## src/rtl/tt_um_host_driver.sv

```systemverilog
// tt_um_host_driver
// Host-side driver for a single tt_um user-design slot. Accepts ENABLE /
// DRIVE / DISABLE commands over a valid/ready port, sequences the slot
// enable, reset and clock-enable, applies input vectors and returns the
// captured outputs over a valid/ready response port. While the slot is
// disabled, it holds ui/uio inputs at zero, keeps the design in reset and
// stops the clock.
//
// Ports:
//   clk, rst                  system clock, synchronous active-high reset
//   cmd_valid/ready/op/ui/uio command channel (op: 0 EN, 1 DRIVE, 2 DIS, 3 nop)
//   rsp_valid/ready/uo/uio/oe response channel with captured slot outputs
//   err                       sticky: DRIVE seen while the slot was disabled
//   um_*                      slot side: ena, clock-gate enable, reset, ui/uio
//
// state   | meaning
// OFF     | slot disabled, inputs zero, in reset, clock stopped
// RSTHOLD | slot enabled and clocked, reset held low for RST_CYCLES
// READY   | slot running, waiting for a command
// RUN     | vector applied, waiting LATENCY clocked cycles before capture
// RESP    | response valid, waiting for rsp_ready
module tt_um_host_driver #(
  parameter int unsigned RST_CYCLES = 4,
  parameter int unsigned LATENCY    = 2
) (
  input  logic       clk,
  input  logic       rst,
  input  logic       cmd_valid,
  output logic       cmd_ready,
  input  logic [1:0] cmd_op,
  input  logic [7:0] cmd_ui,
  input  logic [7:0] cmd_uio,
  output logic       rsp_valid,
  input  logic       rsp_ready,
  output logic [7:0] rsp_uo,
  output logic [7:0] rsp_uio,
  output logic [7:0] rsp_oe,
  output logic       err,
  output logic       um_ena,
  output logic       um_clk_en,
  output logic       um_rst_n,
  output logic [7:0] um_ui_in,
  output logic [7:0] um_uio_in,
  input  logic [7:0] um_uo_out,
  input  logic [7:0] um_uio_out,
  input  logic [7:0] um_uio_oe
);

  typedef enum logic [2:0] {
    S_OFF, S_RSTHOLD, S_READY, S_RUN, S_RESP
  } state_e;

  localparam logic [1:0] OP_ENABLE  = 2'd0;
  localparam logic [1:0] OP_DRIVE   = 2'd1;
  localparam logic [1:0] OP_DISABLE = 2'd2;

  localparam logic [7:0] RST_LOAD = 8'(RST_CYCLES);
  localparam logic [7:0] LAT_LOAD = 8'(LATENCY);

  state_e     state_q, state_d;
  logic [7:0] cnt_q, cnt_d;
  logic [7:0] ui_q, ui_d;
  logic [7:0] uio_q, uio_d;
  logic       rsp_valid_q, rsp_valid_d;
  logic [7:0] rsp_uo_q, rsp_uo_d;
  logic [7:0] rsp_uio_q, rsp_uio_d;
  logic [7:0] rsp_oe_q, rsp_oe_d;
  logic       err_q, err_d;
  logic       accept;

  // State register
  always_ff @(posedge clk) begin
    if (rst) begin
      state_q     <= S_OFF;
      cnt_q       <= '0;
      ui_q        <= '0;
      uio_q       <= '0;
      rsp_valid_q <= 1'b0;
      rsp_uo_q    <= '0;
      rsp_uio_q   <= '0;
      rsp_oe_q    <= '0;
      err_q       <= 1'b0;
    end else begin
      state_q     <= state_d;
      cnt_q       <= cnt_d;
      ui_q        <= ui_d;
      uio_q       <= uio_d;
      rsp_valid_q <= rsp_valid_d;
      rsp_uo_q    <= rsp_uo_d;
      rsp_uio_q   <= rsp_uio_d;
      rsp_oe_q    <= rsp_oe_d;
      err_q       <= err_d;
    end
  end

  assign accept = cmd_valid && cmd_ready;

  // Next-state logic
  always_comb begin
    state_d     = state_q;
    cnt_d       = cnt_q;
    ui_d        = ui_q;
    uio_d       = uio_q;
    rsp_valid_d = rsp_valid_q;
    rsp_uo_d    = rsp_uo_q;
    rsp_uio_d   = rsp_uio_q;
    rsp_oe_d    = rsp_oe_q;
    err_d       = err_q;
    case (state_q)
      S_OFF: begin
        if (accept) begin
          if (cmd_op == OP_ENABLE) begin
            state_d = S_RSTHOLD;
            cnt_d   = RST_LOAD;
            err_d   = 1'b0;
          end else if (cmd_op == OP_DRIVE) begin
            err_d = 1'b1;
          end
        end
      end
      S_RSTHOLD: begin
        // Leaving on the count of 1 keeps reset low for exactly RST_CYCLES.
        if (cnt_q <= 8'd1) begin
          state_d = S_READY;
          cnt_d   = '0;
        end else begin
          cnt_d = cnt_q - 8'd1;
        end
      end
      S_READY: begin
        if (accept) begin
          case (cmd_op)
            OP_ENABLE: begin
              state_d = S_RSTHOLD;
              cnt_d   = RST_LOAD;
              err_d   = 1'b0;
            end
            OP_DRIVE: begin
              state_d = S_RUN;
              cnt_d   = LAT_LOAD;
              ui_d    = cmd_ui;
              uio_d   = cmd_uio;
            end
            OP_DISABLE: begin
              state_d = S_OFF;
              ui_d    = '0;
              uio_d   = '0;
            end
            default: ;
          endcase
        end
      end
      S_RUN: begin
        // Capture after LATENCY full clocked cycles past the vector edge.
        if (cnt_q == 8'd0) begin
          state_d     = S_RESP;
          rsp_valid_d = 1'b1;
          rsp_uo_d    = um_uo_out;
          rsp_uio_d   = um_uio_out;
          rsp_oe_d    = um_uio_oe;
        end else begin
          cnt_d = cnt_q - 8'd1;
        end
      end
      S_RESP: begin
        if (rsp_ready) begin
          state_d     = S_READY;
          rsp_valid_d = 1'b0;
        end
      end
      default: state_d = S_OFF;
    endcase
  end

  // Outputs
  always_comb begin
    cmd_ready = (state_q == S_OFF) || (state_q == S_READY);
    um_ena    = (state_q != S_OFF);
    um_clk_en = (state_q != S_OFF);
    um_rst_n  = (state_q == S_READY) || (state_q == S_RUN) || (state_q == S_RESP);
    um_ui_in  = um_ena ? ui_q : 8'h00;
    um_uio_in = um_ena ? ((um_uio_oe & um_uio_out) | (~um_uio_oe & uio_q)) : 8'h00;
  end

  assign rsp_valid = rsp_valid_q;
  assign rsp_uo    = rsp_uo_q;
  assign rsp_uio   = rsp_uio_q;
  assign rsp_oe    = rsp_oe_q;
  assign err       = err_q;

endmodule

```

## config.mk

```make
export PLATFORM = sky130hd
export DESIGN_NAME = tt_um_host_driver
export DESIGN_NICKNAME = d
export VERILOG_FILES = /design/src/rtl/tt_um_host_driver.sv
export SDC_FILE = /design/constraint.sdc
export NUM_CORES = 1
export LEC_CHECK = 0
export BUFFER_PORTS_ARGS = -buffer_cell sky130_fd_sc_hd__buf_2
export CORE_UTILIZATION = 50
export CTS_BUF_LIST = sky130_fd_sc_hd__clkbuf_4 sky130_fd_sc_hd__clkbuf_8 sky130_fd_sc_hd__clkbuf_16
export DETAILED_ROUTE_END_ITERATION = 16
export GPL_TIMING_DRIVEN = 0
export PLACE_DENSITY = 0.9
export SYNTH_ARGS = -nofsm -noshare
export SYNTH_HDL_FRONTEND = slang
export SYNTH_SLANG_ARGS = --single-unit
```

## constraint.sdc

```tcl
create_clock -name clk -period 3.29 [get_ports clk]
set_clock_uncertainty 0.15 [all_clocks]
set_input_delay 0.329 -clock clk [delete_from_list [all_inputs] [get_ports clk]]
set_output_delay 0.329 -clock clk [all_outputs]
set_load 0.01 [all_outputs]
```

### After elaboration in Yosys (flattened, before gate mapping)

Index checks and enable logic that the tools add are counted.

| word-level totals | value |
|---|---|
| bits in registers | 53 |
| output and inout port bits | 46 |
| word-level logic and storage cells | 78 |

| operators by class | value |
|---|---|
| add/sub/neg operators | 1 |
| $lt $le $gt $ge | 1 |
| equality and inequality tests | 17 |
| multiplexer cells | 28 |
| bitwise operators | 4 |
| reductions and logical operators | 18 |

Operators with widths:

| cell | count |
|---|---|
| two-way mux 8 bit | 7 |
| case mux 8 bit (2 select lines) | 3 |
| case mux 8 bit (4 select lines) | 1 |
| two-way mux 3 bit | 6 |
| bitwise AND 8 bit | 2 |
| != test 2 bit, second input constant | 8 |
| case mux 3 bit (5 select lines) | 1 |
| case mux 3 bit (3 select lines) | 1 |
| <= comparator 8 x 1 -> 1 bit, second input constant | 1 |
| zero test 8 bit | 1 |
| inverter 8 bit | 1 |
| OR 8 bit | 1 |
| subtractor 8 x 1 -> 8 bit, second input constant | 1 |
| two-way mux 1 bit | 7 |
| AND reduction 7 bit | 1 |
| == test 3 x 2 -> 1 bit, second input constant | 2 |
| != test 3 bit, second input constant | 2 |
| AND reduction 3 bit | 2 |
| AND reduction 6 bit | 1 |
| nonzero test 2 bit | 3 |
| AND reduction 5 bit | 1 |
| != test 4 x 3 -> 1 bit, second input constant | 1 |
| case mux 1 bit (2 select lines) | 2 |
| nonzero test 4 bit | 1 |
| other kinds (10) | 12 |

### Depth between registers and ports, before layout

| depth | value |
|---|---|
| depth in word-level cells | 5 |
| gate-level depth with buffers | 8 |
| mapped depth without buffers | 7 |

### Least setup slack after synthesis

No wires, ideal clock.

| timing path | value |
|---|---|
| kind | reg2out |
| from | register state_q[2] |
| to | output port um_ena |
| arrival time | 1.640 ns |
| slack | 1.171 ns |
| stages on the path, launching flop included | 6 |
| cell sequence | dfxtp_1 > buf_2 > nor3_1 > clkbuf_1 > inv_1 > buf_4 |

| between the ends | value |
|---|---|
| word-level cells in the longest chain between the ends | 1 |

Ends and longest elaborated chain:

| element | line | source |
|---|---|---|
| from (decl) | 60 | `state_e state_q, state_d;` |
| from (signal assigned) | 84 | `state_q <= state_d;` |
| nonzero test 3 bit | -- |  |
| to (decl) | 39 | `output logic um_ena,` |

No other way between the ends.

### Final worst setup path

| timing path | value |
|---|---|
| from | register state_q[2] |
| to | output port um_ena |

| between the ends | value |
|---|---|
| word-level cells in the longest chain between the ends | 1 |

Ends and longest elaborated chain:

| element | line | source |
|---|---|---|
| nonzero test 3 bit | 178 | `um_ena = (state_q != S_OFF);` |

No other way between the ends.

==> impl_metrics.env <==
export IMPL_die_x_um=72.3
export IMPL_place_area_um2=3010
export IMPL_post_route_period_util_pct=89.5
export IMPL_synth_seq_cells=53
export IMPL_wl_per_cell_um=13.7
export IMPL_fin_ws_ns=0.345
export IMPL_pwr_share_seq_pct=38.7
export IMPL_cts_clk_slew_worst_paths_ns=0.09
export IMPL_finalSetupTns_ns=0
export IMPL_cap_violations=0
export IMPL_final_cell_count_no_fill=476
export IMPL_synth_area_top_cells="dfxtp_1, a21oi_1, nand2_1, nor3b_1, nor2_1"
export IMPL_r2r_start="cnt_q[0]$_SDFFE_PP0P_"
export IMPL_yosysTopAreaCell="dfxtp_1"
export IMPL_start_kind="register"
export IMPL_dr_first_iter_drc_count=137
export IMPL_power_share_combinational_pct=43.9
export IMPL_rows=25
export IMPL_cts_sinks=53
export IMPL_ir_drop_v=0.000459
export IMPL_rsz0062_at_grt="no"
export IMPL_cts_buffer_depth=2
export IMPL_grt_pass1_wl_um=10300
export IMPL_synth_area_um2=2470
export IMPL_firstDrtPassIters=4
export IMPL_grt_overflow_total=0
export IMPL_drcViolationCount=0
export IMPL_finalSetupViolCount=0
export IMPL_dp_cells=468
export IMPL_antenna_left=0
export IMPL_period_minus_slack_ns=2.95
export IMPL_worstReg2RegEnd="rsp_uio[3]$_SDFFE_PP0P_"
export IMPL_antenna_found_initial=0
export IMPL_synthTopCellsByCount="nand2_1, dfxtp_1, a21oi_1"
export IMPL_power_density_nw_per_um2=664
export IMPL_achievable_frequency_mhz=340
export IMPL_placeableCoreArea_um2=4750
export IMPL_clkPwrFrac_pct=17.4
export IMPL_grt_pass1_vias=2434
export IMPL_htreeDepth=2
export IMPL_design_area_um2=3100
export IMPL_swShare_pct=39.7
export IMPL_cts_tree="done"
export IMPL_slew_violations=0
export IMPL_path_class="reg -> out"
export IMPL_wl_um=6520
export IMPL_yosys_warnings=0
export IMPL_min_delay_start="um_uo_out[4]"
export IMPL_relSlewSlack_pct=38.0
export IMPL_diodes=0
export IMPL_holdPathStages=3
export IMPL_grt_max_degree=16
export IMPL_num_vias=2545
export IMPL_status="finished clean"
export IMPL_pre_cts_ws_ns=0.650
export IMPL_area_growth_pct=25.3
export IMPL_p_leak_nw=1.36
export IMPL_critPathCaptureType="output pin"
export IMPL_hold_viol_final=0
export IMPL_syn_area_per_cell_um2=7.98
export IMPL_start_util_pct=52.0
export IMPL_fin_nets=460
export IMPL_synth_seq_area_share_pct=42.9
export IMPL_p_sw_w=0.000818
export IMPL_via_per_inst=5.35
export IMPL_io_buffers=91
export IMPL_hpwl_um=4960
export IMPL_p_int_w=0.00124
export IMPL_yosysMostFrequentCell="nand2_1"
export IMPL_clkLatencyLatePin_ns=0.30
export IMPL_post_cts_resized=0
export IMPL_rr_worst_depth=8
export IMPL_dieArea_um2=5230
export IMPL_root_buffer="clkbuf_8"
export IMPL_post_cts_buffers=0
export IMPL_die_h_um=72.3
export IMPL_synth_cells=310
export IMPL_hold_path_class="in -> reg"
export IMPL_cp_required_ns=2.81
export IMPL_synth_ff_type="dfxtp_1"
export IMPL_r2r_slack_ns=1.15
export IMPL_gp_congestion=0.850
export IMPL_cts_hold_buf=0
export IMPL_worst_slew_pin_slew_ns=0.923
export IMPL_synthDominantCellAreaShare_pct=42.9
export IMPL_syn_nets=362
export IMPL_grt_util_all_layers_pct=24.9
export IMPL_cts_buffers_inserted=5
export IMPL_synth_distinct_cells=36
export IMPL_whs_endpoint="rsp_uo[4]$_SDFFE_PP0P_"
export IMPL_crit_path_max_fanout=10
export IMPL_ios=92
export IMPL_synth_async_reset_ratio_pct=0
export IMPL_critPathArrivalTime_ns=2.47
export IMPL_drive_gt1_share_pct=27.4
export IMPL_synth_edf_count=0
==> logic make-up (layout without fill, tap and decap cells) <==
group	count (synthesis)	count (layout)	synth area share [%]
AOI/OAI and AO/OA	68	68	15.7
adders and majority gates	6	6	3.03
muxes	9	9	3.64
xor gates and xnor gates	6	6	2.12
buffers and inverters	28	127	4.86
and+or+nand+nor	140	140	27.8
DFF	53	53	42.9
==> cell usage in the layout, fill, tap and decap left out, types with 3 or more instances in the layout <==
cell	instances
nor3_1	6
inv_1	8
ha_1	6
xor2_1	5
nor3b_1	19
dfxtp_1	53
o21ai_0	7
nand2_1	56
nor2_1	35
mux2i_1	9
clkbuf_8	5
buf_2	97
a21oi_1	49
nand4_1	3
clkbuf_1	12
nor2b_1	8
==> sequential cells by signal, summed over array words and instances (netlist names) <==
name / flops
rsp_valid: 1
rsp_uio: 8
rsp_oe: 8
ui_q: 8
uio_q: 8
err: 1
rsp_uo: 8
state_q: 3
cnt_q: 8
==> power groups by stage <==
stage	sequential (W)	combinational [W]	clock, W
after floorplan	0.000801	0.000645	0
after global placement	0.000807	0.000866	0
after detailed placement	0.000810	0.000894	0
after CTS	0.000795	0.000900	0.000364
after global routing	0.000808	0.000999	0.000395
final	0.000797	0.000903	0.000358
==> worst max-delay path: stages (launching register included) <==
cell and delay [ns]:
dfxtp_1 0.34, buf_2 0.19, nor3_1 0.76, clkbuf_1 0.47, inv_1 0.13, buf_4 0.16, buf_2 0.13
==> how the worst max path moves through the flow <==
| stage | to | slack (ns) | start |
|---|---|---|---|
| after floorplan | um_ena | 1.17 | state_q[2]$_SDFFE_PP0P_ |
| after CTS | um_ena | 0.31 | state_q[2]$_SDFFE_PP0P_ |
| after global routing | um_ena | 0.20 | state_q[2]$_SDFFE_PP0P_ |
| after global placement | um_ena | 0.67 | state_q[2]$_SDFFE_PP0P_ |
| after detailed placement | um_ena | 0.65 | state_q[2]$_SDFFE_PP0P_ |
| final | um_ena | 0.34 | state_q[2]$_SDFFE_PP0P_ |
==> metal layers <==
layer / wire length, µm / track usage, % / share of wire [%]
met2: 3350 / 42.3 / 51
met4: 144 / 10.9 / 2.2
met5: 0 / 0 / 0
met1: 2660 / 30.0 / 41
met3: 364 / 5.97 / 5.6
==> cell type report <==
class / instances / area [µm²]
buffer: 20 / 90.1
timing repair buffer: 91 / 455
clock buffer: 6 / 76.3
inverter: 8 / 30.0
fill: 438 / 1660
multi-input combinational: 229 / 1290
tap: 67 / 83.8
clock inverter: 2 / 10.0
sequential: 53 / 1060
==> stage by stage <==
stage	hold WS, ns	power [W]	util [%]
floorplan	0.282	0.00145	-
global placement	0.289	0.00167	63.4
detailed placement	0.293	0.00170	63.4
CTS	0.109	0.00206	65.2
global route	0.110	0.00220	65.2
finish	0.109	0.00206	65.2
Note: power is estimated with default switching activity, not from simulation.
